`src/rtl/decode_ctrl_pipe.sv`:
```
// Decode controller: combinational RISC-V decode into an ID/EX control register, plus a MUL/DIV busy FSM that stalls the front end.
// Optional CSR decode for opcode 1110011 is enabled by defining CSR_DECODE_EN.
module decode_ctrl_pipe #(
    parameter int ALUCTRL_W  = 4,
    parameter int MUL_CYCLES = 2,
    parameter int DIV_CYCLES = 32,
    parameter int CNT_W      = 6
) (
    input  logic                 clk,
    input  logic                 reset,
    input  logic                 instr_valid_d,
    input  logic [6:0]           op,
    input  logic [2:0]           funct3,
    input  logic [6:0]           funct7,
    input  logic                 stall_in,
    input  logic                 flush_in,
    output logic                 valid_e,
    output logic                 reg_write_e,
    output logic                 mem_write_e,
    output logic                 alu_src_e,
    output logic                 alu_a_pc_e,
    output logic                 branch_e,
    output logic [2:0]           branch_type_e,
    output logic [1:0]           jump_e,
    output logic [1:0]           result_src_e,
    output logic [2:0]           imm_src_e,
    output logic [ALUCTRL_W-1:0] alu_ctrl_e,
    output logic                 mdu_en_e,
    output logic [2:0]           mdu_op_e,
    output logic                 illegal_e,
    output logic                 stall_req
);

    localparam logic [6:0] OP_LOAD   = 7'b0000011;
    localparam logic [6:0] OP_STORE  = 7'b0100011;
    localparam logic [6:0] OP_R      = 7'b0110011;
    localparam logic [6:0] OP_I      = 7'b0010011;
    localparam logic [6:0] OP_BRANCH = 7'b1100011;
    localparam logic [6:0] OP_JAL    = 7'b1101111;
    localparam logic [6:0] OP_JALR   = 7'b1100111;
    localparam logic [6:0] OP_LUI    = 7'b0110111;
    localparam logic [6:0] OP_AUIPC  = 7'b0010111;
`ifdef CSR_DECODE_EN
    localparam logic [6:0] OP_SYSTEM = 7'b1110011;
`endif

    localparam logic [3:0] ALU_ADD  = 4'd0;
    localparam logic [3:0] ALU_SUB  = 4'd1;
    localparam logic [3:0] ALU_AND  = 4'd2;
    localparam logic [3:0] ALU_OR   = 4'd3;
    localparam logic [3:0] ALU_XOR  = 4'd4;
    localparam logic [3:0] ALU_SLT  = 4'd5;
    localparam logic [3:0] ALU_SLTU = 4'd6;
    localparam logic [3:0] ALU_SLL  = 4'd7;
    localparam logic [3:0] ALU_SRL  = 4'd8;
    localparam logic [3:0] ALU_SRA  = 4'd9;
    localparam logic [3:0] ALU_PASSB = 4'd10;

    localparam logic [CNT_W-1:0] MUL_LOAD = CNT_W'(MUL_CYCLES - 1);
    localparam logic [CNT_W-1:0] DIV_LOAD = CNT_W'(DIV_CYCLES - 1);

    typedef struct packed {
        logic       valid;
        logic       reg_write;
        logic       mem_write;
        logic       alu_src;
        logic       alu_a_pc;
        logic       branch;
        logic [2:0] branch_type;
        logic [1:0] jump;
        logic [1:0] result_src;
        logic [2:0] imm_src;
        logic [3:0] alu_ctrl;
        logic       mdu_en;
        logic [2:0] mdu_op;
        logic       illegal;
    } ctrl_t;

    typedef enum logic {S_IDLE, S_BUSY} state_t;

    ctrl_t            dec;
    ctrl_t            bundle_q, bundle_d;
    state_t           state_q, state_d;
    logic [CNT_W-1:0] cnt_q, cnt_d;
    logic [CNT_W-1:0] cnt_load;
    logic             bad;

    function automatic logic [3:0] alu_of(input logic [2:0] f3);
        logic [3:0] r;
        case (f3)
            3'b000:  r = ALU_ADD;
            3'b001:  r = ALU_SLL;
            3'b010:  r = ALU_SLT;
            3'b011:  r = ALU_SLTU;
            3'b100:  r = ALU_XOR;
            3'b101:  r = ALU_SRL;
            3'b110:  r = ALU_OR;
            default: r = ALU_AND;
        endcase
        return r;
    endfunction

    // Every rd-writing instruction (ALU, jumps, lui/auipc, CSR) sets reg_write.
    always_comb begin
        dec       = '0;
        dec.valid = 1'b1;
        bad       = 1'b0;
        case (op)
            OP_LOAD: begin
                dec.reg_write  = 1'b1;
                dec.alu_src    = 1'b1;
                dec.result_src = 2'b01;
            end
            OP_STORE: begin
                dec.mem_write = 1'b1;
                dec.alu_src   = 1'b1;
                dec.imm_src   = 3'b001;
            end
            OP_R: begin
                dec.reg_write = 1'b1;
                case (funct7)
                    7'b0000000: dec.alu_ctrl = alu_of(funct3);
                    7'b0100000: begin
                        if (funct3 == 3'b000)      dec.alu_ctrl = ALU_SUB;
                        else if (funct3 == 3'b101) dec.alu_ctrl = ALU_SRA;
                        else                       bad = 1'b1;
                    end
                    7'b0000001: begin
                        dec.mdu_en = 1'b1;
                        dec.mdu_op = funct3;
                    end
                    default: bad = 1'b1;
                endcase
            end
            OP_I: begin
                dec.reg_write = 1'b1;
                dec.alu_src   = 1'b1;
                dec.alu_ctrl  = alu_of(funct3);
                if (funct3 == 3'b001 && funct7 != 7'b0000000) begin
                    bad = 1'b1;
                end else if (funct3 == 3'b101) begin
                    if (funct7 == 7'b0100000)      dec.alu_ctrl = ALU_SRA;
                    else if (funct7 != 7'b0000000) bad = 1'b1;
                end
            end
            OP_BRANCH: begin
                dec.branch      = 1'b1;
                dec.branch_type = funct3;
                dec.alu_ctrl    = ALU_SUB;
                dec.imm_src     = 3'b010;
                if (funct3 == 3'b010 || funct3 == 3'b011) bad = 1'b1;
            end
            OP_JAL: begin
                dec.reg_write  = 1'b1;
                dec.jump       = 2'b01;
                dec.result_src = 2'b10;
                dec.imm_src    = 3'b011;
            end
            OP_JALR: begin
                dec.reg_write  = 1'b1;
                dec.jump       = 2'b10;
                dec.alu_src    = 1'b1;
                dec.result_src = 2'b10;
            end
            OP_LUI: begin
                dec.reg_write = 1'b1;
                dec.alu_src   = 1'b1;
                dec.imm_src   = 3'b100;
                dec.alu_ctrl  = ALU_PASSB;
            end
            OP_AUIPC: begin
                dec.reg_write = 1'b1;
                dec.alu_a_pc  = 1'b1;
                dec.alu_src   = 1'b1;
                dec.imm_src   = 3'b100;
            end
`ifdef CSR_DECODE_EN
            OP_SYSTEM: begin
                // funct3=000 (ecall/ebreak/mret) is legal but needs no datapath controls.
                if (funct3 == 3'b100) begin
                    bad = 1'b1;
                end else if (funct3 != 3'b000) begin
                    dec.reg_write  = 1'b1;
                    dec.result_src = 2'b11;
                    dec.alu_src    = funct3[2];
                    dec.alu_ctrl   = ALU_PASSB;
                end
            end
`endif
            default: bad = 1'b1;
        endcase
        if (bad) begin
            dec         = '0;
            dec.valid   = 1'b1;
            dec.illegal = 1'b1;
        end
    end

    assign stall_req = (state_q == S_BUSY);
    assign cnt_load  = funct3[2] ? DIV_LOAD : MUL_LOAD;

    always_comb begin
        bundle_d = bundle_q;
        state_d  = state_q;
        cnt_d    = cnt_q;
        if (flush_in) begin
            bundle_d = '0;
        end else if (!stall_in && !stall_req) begin
            bundle_d = instr_valid_d ? dec : '0;
        end

        if (flush_in) begin
            state_d = S_IDLE;
            cnt_d   = '0;
        end else begin
            case (state_q)
                S_IDLE: begin
                    if (!stall_in && instr_valid_d && dec.mdu_en) begin
                        cnt_d = cnt_load;
                        if (cnt_load != '0) state_d = S_BUSY;
                    end
                end
                default: begin
                    // Leave BUSY on the edge where the count reaches zero.
                    if (cnt_q != '0) cnt_d = cnt_q - 1'b1;
                    if (cnt_q <= CNT_W'(1)) state_d = S_IDLE;
                end
            endcase
        end
    end

    always_ff @(posedge clk) begin
        if (reset) begin
            bundle_q <= '0;
            state_q  <= S_IDLE;
            cnt_q    <= '0;
        end else begin
            bundle_q <= bundle_d;
            state_q  <= state_d;
            cnt_q    <= cnt_d;
        end
    end

    assign valid_e       = bundle_q.valid;
    assign reg_write_e   = bundle_q.reg_write;
    assign mem_write_e   = bundle_q.mem_write;
    assign alu_src_e     = bundle_q.alu_src;
    assign alu_a_pc_e    = bundle_q.alu_a_pc;
    assign branch_e      = bundle_q.branch;
    assign branch_type_e = bundle_q.branch_type;
    assign jump_e        = bundle_q.jump;
    assign result_src_e  = bundle_q.result_src;
    assign imm_src_e     = bundle_q.imm_src;
    assign alu_ctrl_e    = ALUCTRL_W'(bundle_q.alu_ctrl);
    assign mdu_en_e      = bundle_q.mdu_en;
    assign mdu_op_e      = bundle_q.mdu_op;
    assign illegal_e     = bundle_q.illegal;

endmodule

```
`config.mk`:
```
export PLATFORM = sky130hd
export DESIGN_NAME = decode_ctrl_pipe
export DESIGN_NICKNAME = d
export VERILOG_FILES = /design/src/rtl/decode_ctrl_pipe.sv
export SDC_FILE = /design/constraint.sdc
export NUM_CORES = 1
export LEC_CHECK = 0
export ABC_AREA = 1
export CORE_ASPECT_RATIO = 2
export CORE_MARGIN = 1
export CORE_UTILIZATION = 23
export DETAILED_ROUTE_END_ITERATION = 6
export SKIP_CTS_REPAIR_TIMING = 1
export SKIP_LAST_GASP = 1
export SYNTH_ARGS = -nofsm -noshare
export SYNTH_HDL_FRONTEND = slang
export SYNTH_SLANG_ARGS = --single-unit
```
`constraint.sdc`:
```
create_clock -name clk -period 1.36 [get_ports clk]
set_input_delay 0.272 -clock clk [delete_from_list [all_inputs] [get_ports clk]]
set_output_delay 0.272 -clock clk [all_outputs]
set_load 0.03 [all_outputs]
```
==> results.md <==
* Max-cap viol count at 0
* Max VDD drop at 0.478 mV
* Max-slew headroom at between 70 and 80%
* Clock latency on the worst-skew pair at 0.28 ns
* Vias per inst at 4.56
* Crit path DAT at 1.66 ns
* TritonCTS Buffers at 5
* Failing checks: negative setup slack
* Total vias in the final route at about 2,100
* Area of the mapped netlist at 0.00173 sq mm
* Crit path max fanout at 6
* Slew @ Worst Pin at 0.326 ns
* Post-route setup slack at -0.0931 ns
* Status: finished, violations left
* Synth Register Bits at 32
* Clock sinks at 32
* Nature of the critical path startpoint: flop
* DR pass1 iterations at 4
* Syn Area/Cell at 6.69 sq um
* GR Util All Layers at roughly 15%
* Vias in the first global route at 2,123
* Routability cong. at 0.847
* Cell Pwr Density at 771 mW/mm^2
* Core Util, Final at 44.6%
* Syn Nets at roughly 280
* WS Path Type: flop to flop
* Initial Utilization at a little under a quarter
* Core ar. at approximately 0.0073 sq mm
* # DRC at 0
* R2r setup slk at -0.09 ns
* Design area at 0.00324 sq mm
* Final Setup Violations at 7
* CTS root buffer: clkbuf_16
* Crit share post-route at 107%
* Initial antenna violation count at 0
* Tightest Hold Check Type: input pin to flop
* Clock tree buffer depth at 2
* Io pins at 48
* Final #Nets at 386
* Port buffer count at 47
* Sequential area share after synthesis at 37.0%
* Die Y at 125 um
* Fill cell count at 761
* Reg clk slew, reported paths at 0.05 ns
* Worst hold slack at between 0.4 and 0.5 ns
* CTS tree: done
* Share of cells above drive strength 1 at 42.7%
* Pre-CTS WS at -0.683 ns
* Setup repair after global routing missed its margin: yes
* Antenna cells at 0
* Final hold vios at 0
* Final Slew Violations at 0
* Post-Route Skew at about 0.0064 ns
* # H-tree levels at 2
* Critical path endpoint category: flop
* Final setup TNS at -0.488 ns
* Leak Pwr at 0.00166 uW
* WL per Instance at 12.5 um
* Total Wirelength at roughly 5700 um
* Rows at 44
* CP required at 1.57 ns
* DRT iter0 DRCs at 82
* Routed Antenna Nets at 0
* Period minus WS final at 1.45 ns
* Gr ovfl total at 0
* Die Wd at 63.4 um
* Area of the die at 0.00790 sq mm
* F_max at approximately 700 MHz
* Placement Cell Area at 0.00274 sq mm
* Synthesis Warnings at 0
* Synth Instances at 259
* First-pass GRT wire length at 9160 um
* Area Growth Syn to Fin at 87.0%
* Largest net degree at the start of global routing at 25
* Synth cell types at 27
* Dpl hpwl at about 4400 um
cell families after synthesis:
kind of cell    Yosys count  synth area share [%]
compound gates           46                  14.0
xor+xnor                  3                  1.52
fa+ha+maj                 2                  1.44
buf+inv                  37                  8.96
flops                    32                  37.0
simple gates            139                  37.1
per-layer routing:
layer | part of all wire (%) | routed length, um | up-vias | GRT usage [%]
li1 | - | - | 1061 | -
met5 | 0 | 0 | - | 0
met2 | 60 | 3440 | 44 | 28.8
met3 | 2.8 | 162 | 12 | 2.38
met4 | 2.5 | 145 | 0 | 7.49
met1 | 34 | 1950 | 959 | 13.6
sequential cells by signal (all words and copies together) (netlist names):
name and count:
alu_a_pc_e 1, alu_ctrl_e 4, alu_src_e 1, branch_e 1
branch_type_e 3, cnt_q 6, illegal_e 1, imm_src_e 3
jump_e 2, mdu_en_e 1, mdu_op_e 3, mem_write_e 1
reg_write_e 1, result_src_e 2, stall_req 1, valid_e 1
synth_stat cells, drive strengths merged:
library cell   n  area, sq um
nand2         69          264
dfxtp         32          641
nor2          31          136
a21oi         30          150
inv           30          113
nand3         20          110
o21ai         10         53.8
nand4          9         56.3
nor3           6         46.3
a31oi          5         31.3
clkbuf         4         15.0
buf            3         27.5
xor2           3         26.3
and3           2         15.0
ha             2         25.0
nand3b         1         7.51
o211ai         1         7.51
or2            1         6.26
cell type report:
| class | count | area [sq um] | share of cell area, % |
|---|---|---|---|
| well taps | 92 | 115 | 3.55 |
| clock inverters | 2 | 35.0 | 1.08 |
| flip-flops and latches | 32 | 644 | 19.9 |
| multi-input cells | 192 | 1230 | 37.9 |
| inverters | 30 | 115 | 3.55 |
| clock buffers | 6 | 129 | 3.98 |
| repair buffers | 101 | 971 | 30.0 |
where the power goes:
part	leakage, uW	switching, uW	internal (uW)
Clock	0.0000808	388	859
Sequential	0.000259	1.05	941
Combinational	0.00132	166	142
Total	0.00166	555	1940
stage by stage:
stage	std cells	total power [uW]
finish	455	2500
global route	455	2570
CTS	450	2490
detailed placement	442	1250
global placement	442	1250
floorplan	259	1070
final timing paths:
check / from / to / depth (start not counted)
min reg2reg: reg_write_e$_SDFFE_PP0P_ / reg_write_e$_SDFFE_PP0P_ / 2
min: op[4] / imm_src_e[2]$_SDFFE_PP0P_ / 5
max: cnt_q[0]$_SDFFE_PP0P_ / cnt_q[4]$_SDFFE_PP0P_ / 9
max reg2reg: cnt_q[0]$_SDFFE_PP0P_ / cnt_q[4]$_SDFFE_PP0P_ / 9
cells in the final DEF, fill, tap and decap left out, drive strengths merged:
cell	n
a21oi	30
dfxtp	32
inv	30
nor2	32
clkdlybuf4s50	3
bufinv	1
clkinv	1
clkbuf	14
and3	2
dlymetal6s2s	23
nand2	69
nand3b	1
nand3	20
nor3	6
ha	2
a31oi	5
o211ai	1
nand4	9
xor2	3
o21ai	11
or2	1
buf	67
worst max-delay path, stage by stage (launching register included):
cell,delay [ns]
dfxtp_2,0.32
inv_2,0.07
ha_4,0.14
inv_2,0.04
nor2_4,0.09
nand2_2,0.08
nor3_4,0.23
o21ai_4,0.14
buf_4,0.16
a31oi_1,0.12
No activity file was read; power rests on OpenSTA's default activity.
